$ cat config.mk
export PLATFORM = sky130hd
export DESIGN_NAME = spi_slave_cmd_engine
export DESIGN_NICKNAME = d
export VERILOG_FILES = /design/src/rtl/spi_slave_cmd_engine.sv
export SDC_FILE = /design/constraint.sdc
export NUM_CORES = 1
export LEC_CHECK = 0
export CORE_ASPECT_RATIO = 2
export CORE_UTILIZATION = 64
export CTS_CLUSTER_DIAMETER = 80
export DETAILED_ROUTE_END_ITERATION = 10
export DONT_BUFFER_PORTS = 1
export GPL_TIMING_DRIVEN = 0
export HOLD_SLACK_MARGIN = 0.03
export PLACE_DENSITY = 0.82
export SETUP_SLACK_MARGIN = 0.5
export SLEW_MARGIN = 30
export SYNTH_ARGS = -nofsm -noshare
export SYNTH_HDL_FRONTEND = slang
export SYNTH_SLANG_ARGS = --single-unit
export TNS_END_PERCENT = 10
$ cat constraint.sdc
create_clock -name iSysClk -period 2.9 [get_ports iSysClk]
set_input_delay 0.29 -clock iSysClk [delete_from_list [all_inputs] [get_ports iSysClk]]
set_output_delay 0.29 -clock iSysClk [all_outputs]
set_load 0.03 [all_outputs]
$ cat src/rtl/spi_slave_cmd_engine.sv
// SPI slave command engine: oversamples SCK/CS/MOSI in the system clock
// domain, decodes address/cmd/length/dummy headers and drives the CSR and
// bulk-write buses. CSR reads are returned over MISO.
module spi_slave_cmd_engine #(
    parameter int pAdrsBytes  = 4,
    parameter int pDummyBytes = 1,
    parameter int pCpol       = 0,
    parameter int pCpha       = 0,
    parameter int pBulkBytes  = 4,
    parameter int pMaxLen     = 2048,
    parameter int pSyncStages = 2,
    localparam int pAdrsBits  = pAdrsBytes * 8,
    localparam int pBulkBits  = pBulkBytes * 8
) (
    input  logic                 iSysClk,
    input  logic                 iSysRst,
    input  logic                 iSpiSck,
    input  logic                 iSpiCs,
    input  logic                 iSpiMosi,
    output logic                 oSpiMiso,
    output logic                 oSpiMisoEn,
    output logic [pAdrsBits-1:0] oCsrAdrs,
    output logic [31:0]          oCsrWd,
    output logic                 oCsrWEd,
    output logic                 oCsrREq,
    input  logic [31:0]          iCsrRd,
    input  logic                 iCsrREd,
    output logic [pAdrsBits-1:0] oBulkAdrs,
    output logic [pBulkBits-1:0] oBulkWd,
    output logic                 oBulkWEd,
    output logic                 oBulkVd,
    output logic [1:0]           oErr,
    input  logic                 iErrClr
);

    localparam logic [3:0] sIdle   = 4'd0;
    localparam logic [3:0] sAdrs   = 4'd1;
    localparam logic [3:0] sCmd    = 4'd2;
    localparam logic [3:0] sLen    = 4'd3;
    localparam logic [3:0] sDummy  = 4'd4;
    localparam logic [3:0] sCsrWr  = 4'd5;
    localparam logic [3:0] sCsrRd  = 4'd6;
    localparam logic [3:0] sBulk   = 4'd7;
    localparam logic [3:0] sDrain  = 4'd8;

    localparam logic                 kSckIdle   = (pCpol != 0);
    localparam logic [5:0]           kAdrsLast  = 6'(pAdrsBits - 1);
    localparam logic [5:0]           kDummyLast = 6'(pDummyBytes * 8 - 1);
    localparam logic [1:0]           kWordLast  = 2'(pBulkBytes - 1);
    localparam logic [pAdrsBits-1:0] kAdrsStep  = pAdrsBits'(pBulkBytes);

    logic [pSyncStages-1:0] sckSync, csSync, mosiSync;
    logic                   sckD, csD;
    logic [pSyncStages:0]   rstPipe;
    logic                   sckS, csS, mosiS, lead, trail;
    logic                   sampleEdge, shiftEdge, csFall, csRise;

    logic [3:0]           state, payState, hdrNext;
    logic [1:0]           hdrErr;
    logic [5:0]           bitCnt;
    logic [31:0]          sr, srNext, misoSr;
    logic [pAdrsBits-1:0] frameAdrs, bulkAdrs;
    logic [7:0]           cmd;
    logic [15:0]          lenCnt, lenField;
    logic [1:0]           byteIdx;
    logic                 rdPend, rdFirst, fieldLast;
    logic [pBulkBits-1:0] bulkWord;

    // Pin synchronisers; rstPipe masks the false CS edge while the chain refills after reset
    always_ff @(posedge iSysClk) begin
        if (!iSysRst) begin
            sckSync  <= {pSyncStages{kSckIdle}};
            csSync   <= '1;
            mosiSync <= '0;
            sckD     <= kSckIdle;
            csD      <= 1'b1;
            rstPipe  <= '0;
        end else begin
            sckSync  <= {sckSync[pSyncStages-2:0], iSpiSck};
            csSync   <= {csSync[pSyncStages-2:0], iSpiCs};
            mosiSync <= {mosiSync[pSyncStages-2:0], iSpiMosi};
            sckD     <= sckS;
            csD      <= csS;
            rstPipe  <= {rstPipe[pSyncStages-1:0], 1'b1};
        end
    end

    assign sckS       = sckSync[pSyncStages-1];
    assign csS        = csSync[pSyncStages-1];
    assign mosiS      = mosiSync[pSyncStages-1];
    assign lead       = (sckD == kSckIdle) && (sckS != kSckIdle);
    assign trail      = (sckD != kSckIdle) && (sckS == kSckIdle);
    assign sampleEdge = !csS && ((pCpha == 0) ? lead : trail);
    assign shiftEdge  = !csS && ((pCpha == 0) ? trail : lead);
    assign csFall     = rstPipe[pSyncStages] && csD && !csS;
    assign csRise     = !csD && csS;

    assign srNext   = {sr[30:0], mosiS};
    assign lenField = srNext[15:0];
    assign oSpiMiso = oSpiMisoEn & misoSr[31];

    // Last bit of the current header/payload field
    always_comb begin
        fieldLast = 1'b0;
        case (state)
            sAdrs:   fieldLast = (bitCnt == kAdrsLast);
            sCmd:    fieldLast = (bitCnt == 6'd7);
            sLen:    fieldLast = (bitCnt == 6'd15);
            sDummy:  fieldLast = (bitCnt == kDummyLast);
            sCsrWr:  fieldLast = (bitCnt == 6'd31);
            default: fieldLast = 1'b0;
        endcase
    end

    // Command/length check applied when the length field completes
    always_comb begin
        hdrNext = sDrain;
        hdrErr  = 2'd0;
        case (cmd)
            8'h00: hdrNext = sDrain;
            8'h01: if (lenField == 16'd4) hdrNext = sCsrWr; else hdrErr = 2'd2;
            8'h02: if (lenField == 16'd4) hdrNext = sCsrRd; else hdrErr = 2'd2;
            8'h03: begin
                if ({16'd0, lenField} > 32'(pMaxLen)) hdrErr = 2'd2;
                else if (lenField != 16'd0)          hdrNext = sBulk;
            end
            default: hdrErr = 2'd1;
        endcase
    end

    // Partial final word lands in the high bytes, zero-padded below
    always_comb begin
        bulkWord = srNext[pBulkBits-1:0] << (8 * (pBulkBytes - 1 - int'(byteIdx)));
    end

    // Frame FSM, bus strobes, MISO shifter and sticky error
    always_ff @(posedge iSysClk) begin
        if (!iSysRst) begin
            state      <= sIdle;
            payState   <= sDrain;
            bitCnt     <= '0;
            sr         <= '0;
            misoSr     <= '0;
            frameAdrs  <= '0;
            bulkAdrs   <= '0;
            cmd        <= '0;
            lenCnt     <= '0;
            byteIdx    <= '0;
            rdPend     <= 1'b0;
            rdFirst    <= 1'b0;
            oSpiMisoEn <= 1'b0;
            oCsrAdrs   <= '0;
            oCsrWd     <= '0;
            oCsrWEd    <= 1'b0;
            oCsrREq    <= 1'b0;
            oBulkAdrs  <= '0;
            oBulkWd    <= '0;
            oBulkWEd   <= 1'b0;
            oBulkVd    <= 1'b0;
            oErr       <= 2'd0;
        end else begin
            oCsrWEd  <= 1'b0;
            oCsrREq  <= 1'b0;
            oBulkWEd <= 1'b0;
            if (iErrClr) oErr <= 2'd0;
            if (csRise && state != sIdle) begin
                state      <= sIdle;
                oBulkVd    <= 1'b0;
                oSpiMisoEn <= 1'b0;
                rdPend     <= 1'b0;
                rdFirst    <= 1'b0;
            end else begin
                case (state)
                    sIdle: if (csFall) begin
                        state  <= sAdrs;
                        bitCnt <= '0;
                    end
                    sAdrs, sCmd, sLen, sDummy: if (sampleEdge) begin
                        sr     <= srNext;
                        bitCnt <= bitCnt + 6'd1;
                        if (fieldLast) begin
                            bitCnt <= '0;
                            case (state)
                                sAdrs: begin
                                    frameAdrs <= srNext[pAdrsBits-1:0];
                                    state     <= sCmd;
                                end
                                sCmd: begin
                                    cmd   <= srNext[7:0];
                                    state <= sLen;
                                end
                                sDummy: begin
                                    state   <= payState;
                                    oBulkVd <= (payState == sBulk);
                                end
                                default: begin
                                    lenCnt   <= lenField;
                                    bulkAdrs <= frameAdrs;
                                    byteIdx  <= '0;
                                    payState <= hdrNext;
                                    if (hdrNext == sDrain) state <= sDrain;
                                    else state <= (pDummyBytes > 0) ? sDummy : hdrNext;
                                    oBulkVd <= (pDummyBytes == 0) && (hdrNext == sBulk);
                                    if (hdrErr != 2'd0) oErr <= hdrErr;
                                    if (hdrNext == sCsrRd) begin
                                        oCsrREq  <= 1'b1;
                                        oCsrAdrs <= frameAdrs;
                                        rdPend   <= 1'b1;
                                        rdFirst  <= 1'b1;
                                    end
                                end
                            endcase
                        end
                    end
                    sCsrWr: if (sampleEdge) begin
                        sr     <= srNext;
                        bitCnt <= bitCnt + 6'd1;
                        if (fieldLast) begin
                            oCsrAdrs <= frameAdrs;
                            oCsrWd   <= srNext;
                            oCsrWEd  <= 1'b1;
                            state    <= sDrain;
                        end
                    end
                    // First shift edge only confirms bit 31 is on the wire; later ones advance
                    sCsrRd: if (shiftEdge) begin
                        if (rdFirst) begin
                            rdFirst <= 1'b0;
                            if (rdPend && !iCsrREd) begin
                                rdPend     <= 1'b0;
                                oSpiMisoEn <= 1'b1;
                                misoSr     <= '0;
                                oErr       <= 2'd3;
                            end
                        end else begin
                            misoSr <= {misoSr[30:0], 1'b0};
                        end
                    end
                    sBulk: if (sampleEdge) begin
                        sr     <= srNext;
                        bitCnt <= bitCnt + 6'd1;
                        if (bitCnt[2:0] == 3'd7) begin
                            lenCnt  <= lenCnt - 16'd1;
                            byteIdx <= byteIdx + 2'd1;
                            if (byteIdx == kWordLast || lenCnt == 16'd1) begin
                                oBulkWEd  <= 1'b1;
                                oBulkAdrs <= bulkAdrs;
                                oBulkWd   <= bulkWord;
                                bulkAdrs  <= bulkAdrs + kAdrsStep;
                                byteIdx   <= '0;
                            end
                            if (lenCnt == 16'd1) state <= sDrain;
                        end
                    end
                    sDrain: begin
                        oBulkVd    <= 1'b0;
                        oSpiMisoEn <= 1'b0;
                    end
                    default: state <= sIdle;
                endcase
                if (rdPend && iCsrREd) begin
                    misoSr     <= iCsrRd;
                    oSpiMisoEn <= 1'b1;
                    rdPend     <= 1'b0;
                end
            end
        end
    end

endmodule

Yosys cells after proc, flatten, opt, wreduce, memory -nomap -nowiden
Index checks and enable logic that the tools add are counted.
W data, S select, Z words.

word-level totals
  logic and storage cells = 237
  bits in latches = 0
  memories = 0
  register bits = 315
  output and inout port bits = 136
  RAM bits = 0
  ROM bits = 0

cells by class
  add/sub/neg operators = 5
  divide/modulo/power cells = 0
  reduce and logical (&&, ||, !) cells = 57
  shift operators = 1
  muxes and demuxes = 90
  equal/unequal tests = 41
  $mul = 0
  bitwise operators = 13
  $lt $le $gt $ge = 1

operator list
  kind                     count
  $mux W32                 17
  $pmux W32 S2             2
  $mux W16                 5
  $mux W4                  13
  $mux W2                  17
  $add A32 B3 Y32 const B  1
  $pmux W16 S2             1
  $shl A32 B32 Y32         1
  $ne A2 B2 Y1 const B     15
  $reduce_and A5 Y1        5
  $eq A4 B3 Y1 const B     6
  $mux W6                  4
  $pmux W4 S3              2
  $reduce_and A8 Y1        3
  $pmux W4 S5              1
  $mux W1                  18
  $pmux W6 S3              1
  $eq A16 B1 Y1 const B    1
  $eq A16 B3 Y1 const B    1
  $eq A8 B2 Y1 const B     2
  $gt A16 B12 Y1 const B   1
  $reduce_and A4 Y1        4
  $reduce_bool A16 Y1      1
  $sub A16 B1 Y16 const B  1
  other kinds (39)         85

Longest topological paths before layout
  depth after elaboration = 10
  gate-level depth with buffers = 10
  depth with buffers taken out = 8

Least setup slack after synthesis
OpenSTA, ideal clock, no wires.

  kind = flip-flop to flip-flop
  start = register bitCnt[0]
  end = register bulkAdrs[11]
  clock period less this slack = 2.261 ns
  required time = 2.784 ns
  data arrival time = 2.145 ns
  path buffers = 2
  setup slack = 0.639 ns
  cell stages (with the launch flop) = 11
  cells stage by stage = dfxtp_1 ha_1 ha_1 nor4bb_1 nand2_1 a22oi_2 and2_1 buf_2 buf_2 a21oi_1 a31o_1

on the way
  cells in the longest elaborated chain, start to end = 4

RTL lines
  what                                  RTL line  text
  start, declared                       60        logic [5:0] bitCnt;
  start signal, assigned                180       bitCnt <= bitCnt + 6'd1;
  start signal, assigned                217       bitCnt <= bitCnt + 6'd1;
  start signal, assigned                241       bitCnt <= bitCnt + 6'd1;
  $eq A6 B5 Y1 (tied with other cells)  106, 110
  $pmux W1 S3                           105       case (state)
  $ne A2 B2 Y1 (no line)                --
  $reduce_and A8 Y1 (no line) (*)       --
  end signal, assigned                  198       bulkAdrs <= frameAdrs;
  end signal, assigned                  249       bulkAdrs <= bulkAdrs + kAdrsStep;
  end, declared                         62        logic [pAdrsBits-1:0] frameAdrs, bulkAdrs;

Mark *: on every way between the ends. The rest lies on a longest branch, timed or not.
A chain may end at the register's enable or synchronous reset.

Worst setup path in the final report
  start = register bulkAdrs[11]
  end = register bulkAdrs[28]

on the way
  cells in the longest elaborated chain, start to end = 5

RTL lines
  what             RTL line  text
  $add A32 B3 Y32  249
  $mux W32         245       if (byteIdx == kWordLast || lenCnt == 16'd1) begin
  $mux W32         242       if (bitCnt[2:0] == 3'd7) begin
  $mux W32         239       sBulk: if (sampleEdge) begin
  $pmux W32 S2     173       case (state)

No other way between the ends. The select of a mux whose other input is x is not followed.

==> results.json <==
{
  "status": "finished clean",
  "worstPathRequired_ps": 3410,
  "hp-class": "in2reg",
  "cts-buffers-inserted": 27,
  "maxCapViolations": 0,
  "first_global_vias": 13310,
  "cp-start-kind": "flop",
  "placed_area_um2": 14840,
  "worst_skew_pair.late_latency_ps": 580,
  "viasPerCell": 6.569,
  "place_ws_ps": -305.0,
  "worst_slack_ps": 436.7,
  "routedWlPerCell_um": 24.31,
  "final_routed_drc_violation_total": 0,
  "layout.nets": 1785,
  "cpPeakStageDelay_ps": 680,
  "worst_slew_pin_slew_ps": 1005,
  "route.vias.total": 13370,
  "clkTransAtPathRegs_ps": 70,
  "endpoint_kind": "flop",
  "die_area_um2": 23280,
  "post-layout-total-power_mw": 8.667,
  "cts.sinks": 315,
  "wire_length_of_the_first_global_routing_pass_um": 74270,
  "top_level_ports": 175,
  "synth_seq_area_share": 0.4352,
  "place_hpwl_um": 34910,
  "synthesis.area_um2": 14490,
  "antenna_found_initial": 2,
  "power_density_nw_per_um2": 523.3,
  "die_w_um": 108.4,
  "fraction_of_synthesis_flops_using_an_asynchronous_set_or_reset_pin": 0,
  "crit_path_top_delay_cell": "sky130_fd_sc_hd__or4_1",
  "htree_levels": 1,
  "mostFrequentLayoutCells": "sky130_fd_sc_hd__dfxtp_1, sky130_fd_sc_hd__nand2_1, sky130_fd_sc_hd__mux2i_1, sky130_fd_sc_hd__nor2b_1",
  "hold_viol_final": 0,
  "clk_path_buf_depth": 3,
  "core_area_um2": 22160,
  "synth_area_per_cell_um2": 8.729,
  "cp_cell_sequence": "nand4_4 > or4_1 > nor3_2 > nand2b_1 > a21oi_1 > o221a_2",
  "report.final.setup_viol": 0,
  "drtIter0Drc": 1074,
  "ys_types": 78,
  "syn_inst": 1660,
  "yosys_most_used_dff": "sky130_fd_sc_hd__dfxtp_1",
  "setup_repair_after_global_routing_missed_its_margin": "yes",
  "ys_seq_elements": 315,
  "postLayoutCoreUtil": 0.7474,
  "cp.arrival_ps": 2970,
  "timing.setup.tns_ps": 0,
  "yosys_warnings": 0,
  "final_cell_area_um2": 16560,
  "antenna_violating_nets_post_route": 0,
  "layout.filler_cells": 1621,
  "globalRouteOverflowTotal": 0,
  "pin_count_of_the_biggest_net_entering_global_routing": 17,
  "crit_path_max_fanout": 9,
  "sequential_cell_area_um2": 6314,
  "drt_pre_antenna_iters": 7,
  "cts_tree": "built",
  "power.leakage_nw": 6.905,
  "finalWeightedCongestion": 1.004,
  "drt-total-wl_um": 49490,
  "final_number_of_max_transition_violations": 0,
  "most_frequent_standard_cell_in_the_layout_excluding_fill_and_tap_cells": "sky130_fd_sc_hd__dfxtp_1",
  "root_buffer": "sky130_fd_sc_hd__clkbuf_16",
  "relative_slew_slack": 0.3301,
  "height_of_the_chip_um": 214.8,
  "placement_rows": 77,
  "syn-num-nets": 1705,
  "drive_above_1_share": 0.1131,
  "layout_worst_path_cycle_share": 0.8494,
  "finalClockSkew_ps": 29.24,
  "max_rail_drop_vdd_mv": 0.5853,
  "area_growth_synth_to_finish_pct": 14.30,
  "placement.io_buffers": 0,
  "clock.fmax_ghz": 0.4060,
  "floorplan.initialDensity": 0.6539,
  "edff_count_synth": 0,
  "multiInputGateArea_um2": 7772,
  "layout_min_cycle_time_ps": 2463,
  "worst-setup-path-type": "reg2reg",
  "grt.total_usage": 0.4253
}
## metal layers
layer	global-route usage	routed length (um)
met5	0	23
met4	0.4099	5255
met3	0.09979	3632
met2	0.7238	24660
met1	0.4044	15920
## stage by stage
| step | std cells | hold WS, ps |
|---|---|---|
| after CTS | 2028 | 77.86 |
| after global routing | 2035 | 84.30 |
| after detailed placement | 1936 | 318.1 |
| after floorplan | 1660 | 317.7 |
| after global placement | 1936 | 318.2 |
| final | 2036 | 59.57 |
## state kept, by name, summed over array words and instances (netlist names), 3 cells and up
name / cells
oBulkAdrs: 32
lenCnt: 16
oBulkWd: 32
payState: 4
cmd: 8
frameAdrs: 32
oCsrWd: 32
rstPipe: 3
bitCnt: 6
misoSr: 32
sr: 31
state: 4
bulkAdrs: 32
oCsrAdrs: 32
## cells by family (layout without fill, tap and decap cells)
family,Yosys count,count (layout),synth area share
AOI/OAI and AO/OA,384,384,0.1939
xor gates and xnor gates,7,7,0.004749
other,0,1,0
and+or+nand+nor,667,667,0.2322
muxes,121,121,0.08428
adders and majority gates,6,6,0.005181
buffers and inverters,160,259,0.04456
DFF,315,315,0.4352
## synthesized netlist by cell type, types with 18 or more instances
library cell,count,share of area
sky130_fd_sc_hd__o211ai_1,28,0.015
sky130_fd_sc_hd__nand2_1,302,0.078
sky130_fd_sc_hd__dfxtp_1,315,0.44
sky130_fd_sc_hd__nor3b_1,36,0.019
sky130_fd_sc_hd__clkbuf_1,105,0.027
sky130_fd_sc_hd__nor2b_1,109,0.047
sky130_fd_sc_hd__o211a_1,40,0.028
sky130_fd_sc_hd__a21oi_1,75,0.026
sky130_fd_sc_hd__mux2i_1,113,0.078
sky130_fd_sc_hd__a21boi_1,37,0.019
sky130_fd_sc_hd__buf_2,36,0.012
sky130_fd_sc_hd__a21boi_0,49,0.025
sky130_fd_sc_hd__o21ai_0,34,0.012
sky130_fd_sc_hd__nand3_1,41,0.014
sky130_fd_sc_hd__nand4_1,18,0.0078
sky130_fd_sc_hd__and2_1,18,0.0078
sky130_fd_sc_hd__nor2_1,66,0.017
## worst paths after layout
kind	start	to	slack (ps)	depth (start not counted)
worst max-delay path	bulkAdrs[11]	bulkAdrs[28]	440	6
worst min-delay path	iCsrREd	oErr[1]	60	3
worst max register to register	bulkAdrs[11]	bulkAdrs[28]	440	6
worst min register to register	csSync[0]	csSync[1]	410	1
## critical path, delay by kind of cell, from the launching register on
family	cells	cell delay [ps]
compound gates	2	370
flops	1	480
simple gates	4	1540
## what timing repair did
action | in CTS | in global routing
setup buffers | 6 | 6
gates resized for setup | 38 | 71
hold buffers | 38 | 0
endpoints found under the hold margin | 40 | 0
gates cloned | 0 | 1
pin swaps | 3 | 9
setup endpoints to repair | 217 | 292
## layout make-up
class	instances	share of cell area
repair buffers	51	0.02992
flip-flops and latches	315	0.3812
inverters	15	0.003400
well taps	276	0.02085
diodes	1	0.0001511
plain buffers	145	0.04011
clock inverters	9	0.006724
clock buffers	39	0.04835
multi-input cells	1185	0.4693
## power breakdown
| part | leakage [nW] | switching [mW] | internal [mW] |
|---|---|---|---|
| Clock | 0.444 | 1.71 | 2.10 |
| Combinational | 3.92 | 0.326 | 0.185 |
| Sequential | 2.54 | 0.0125 | 4.34 |
| Total | 6.90 | 2.04 | 6.62 |
Note: power is estimated with default switching activity, not from simulation.
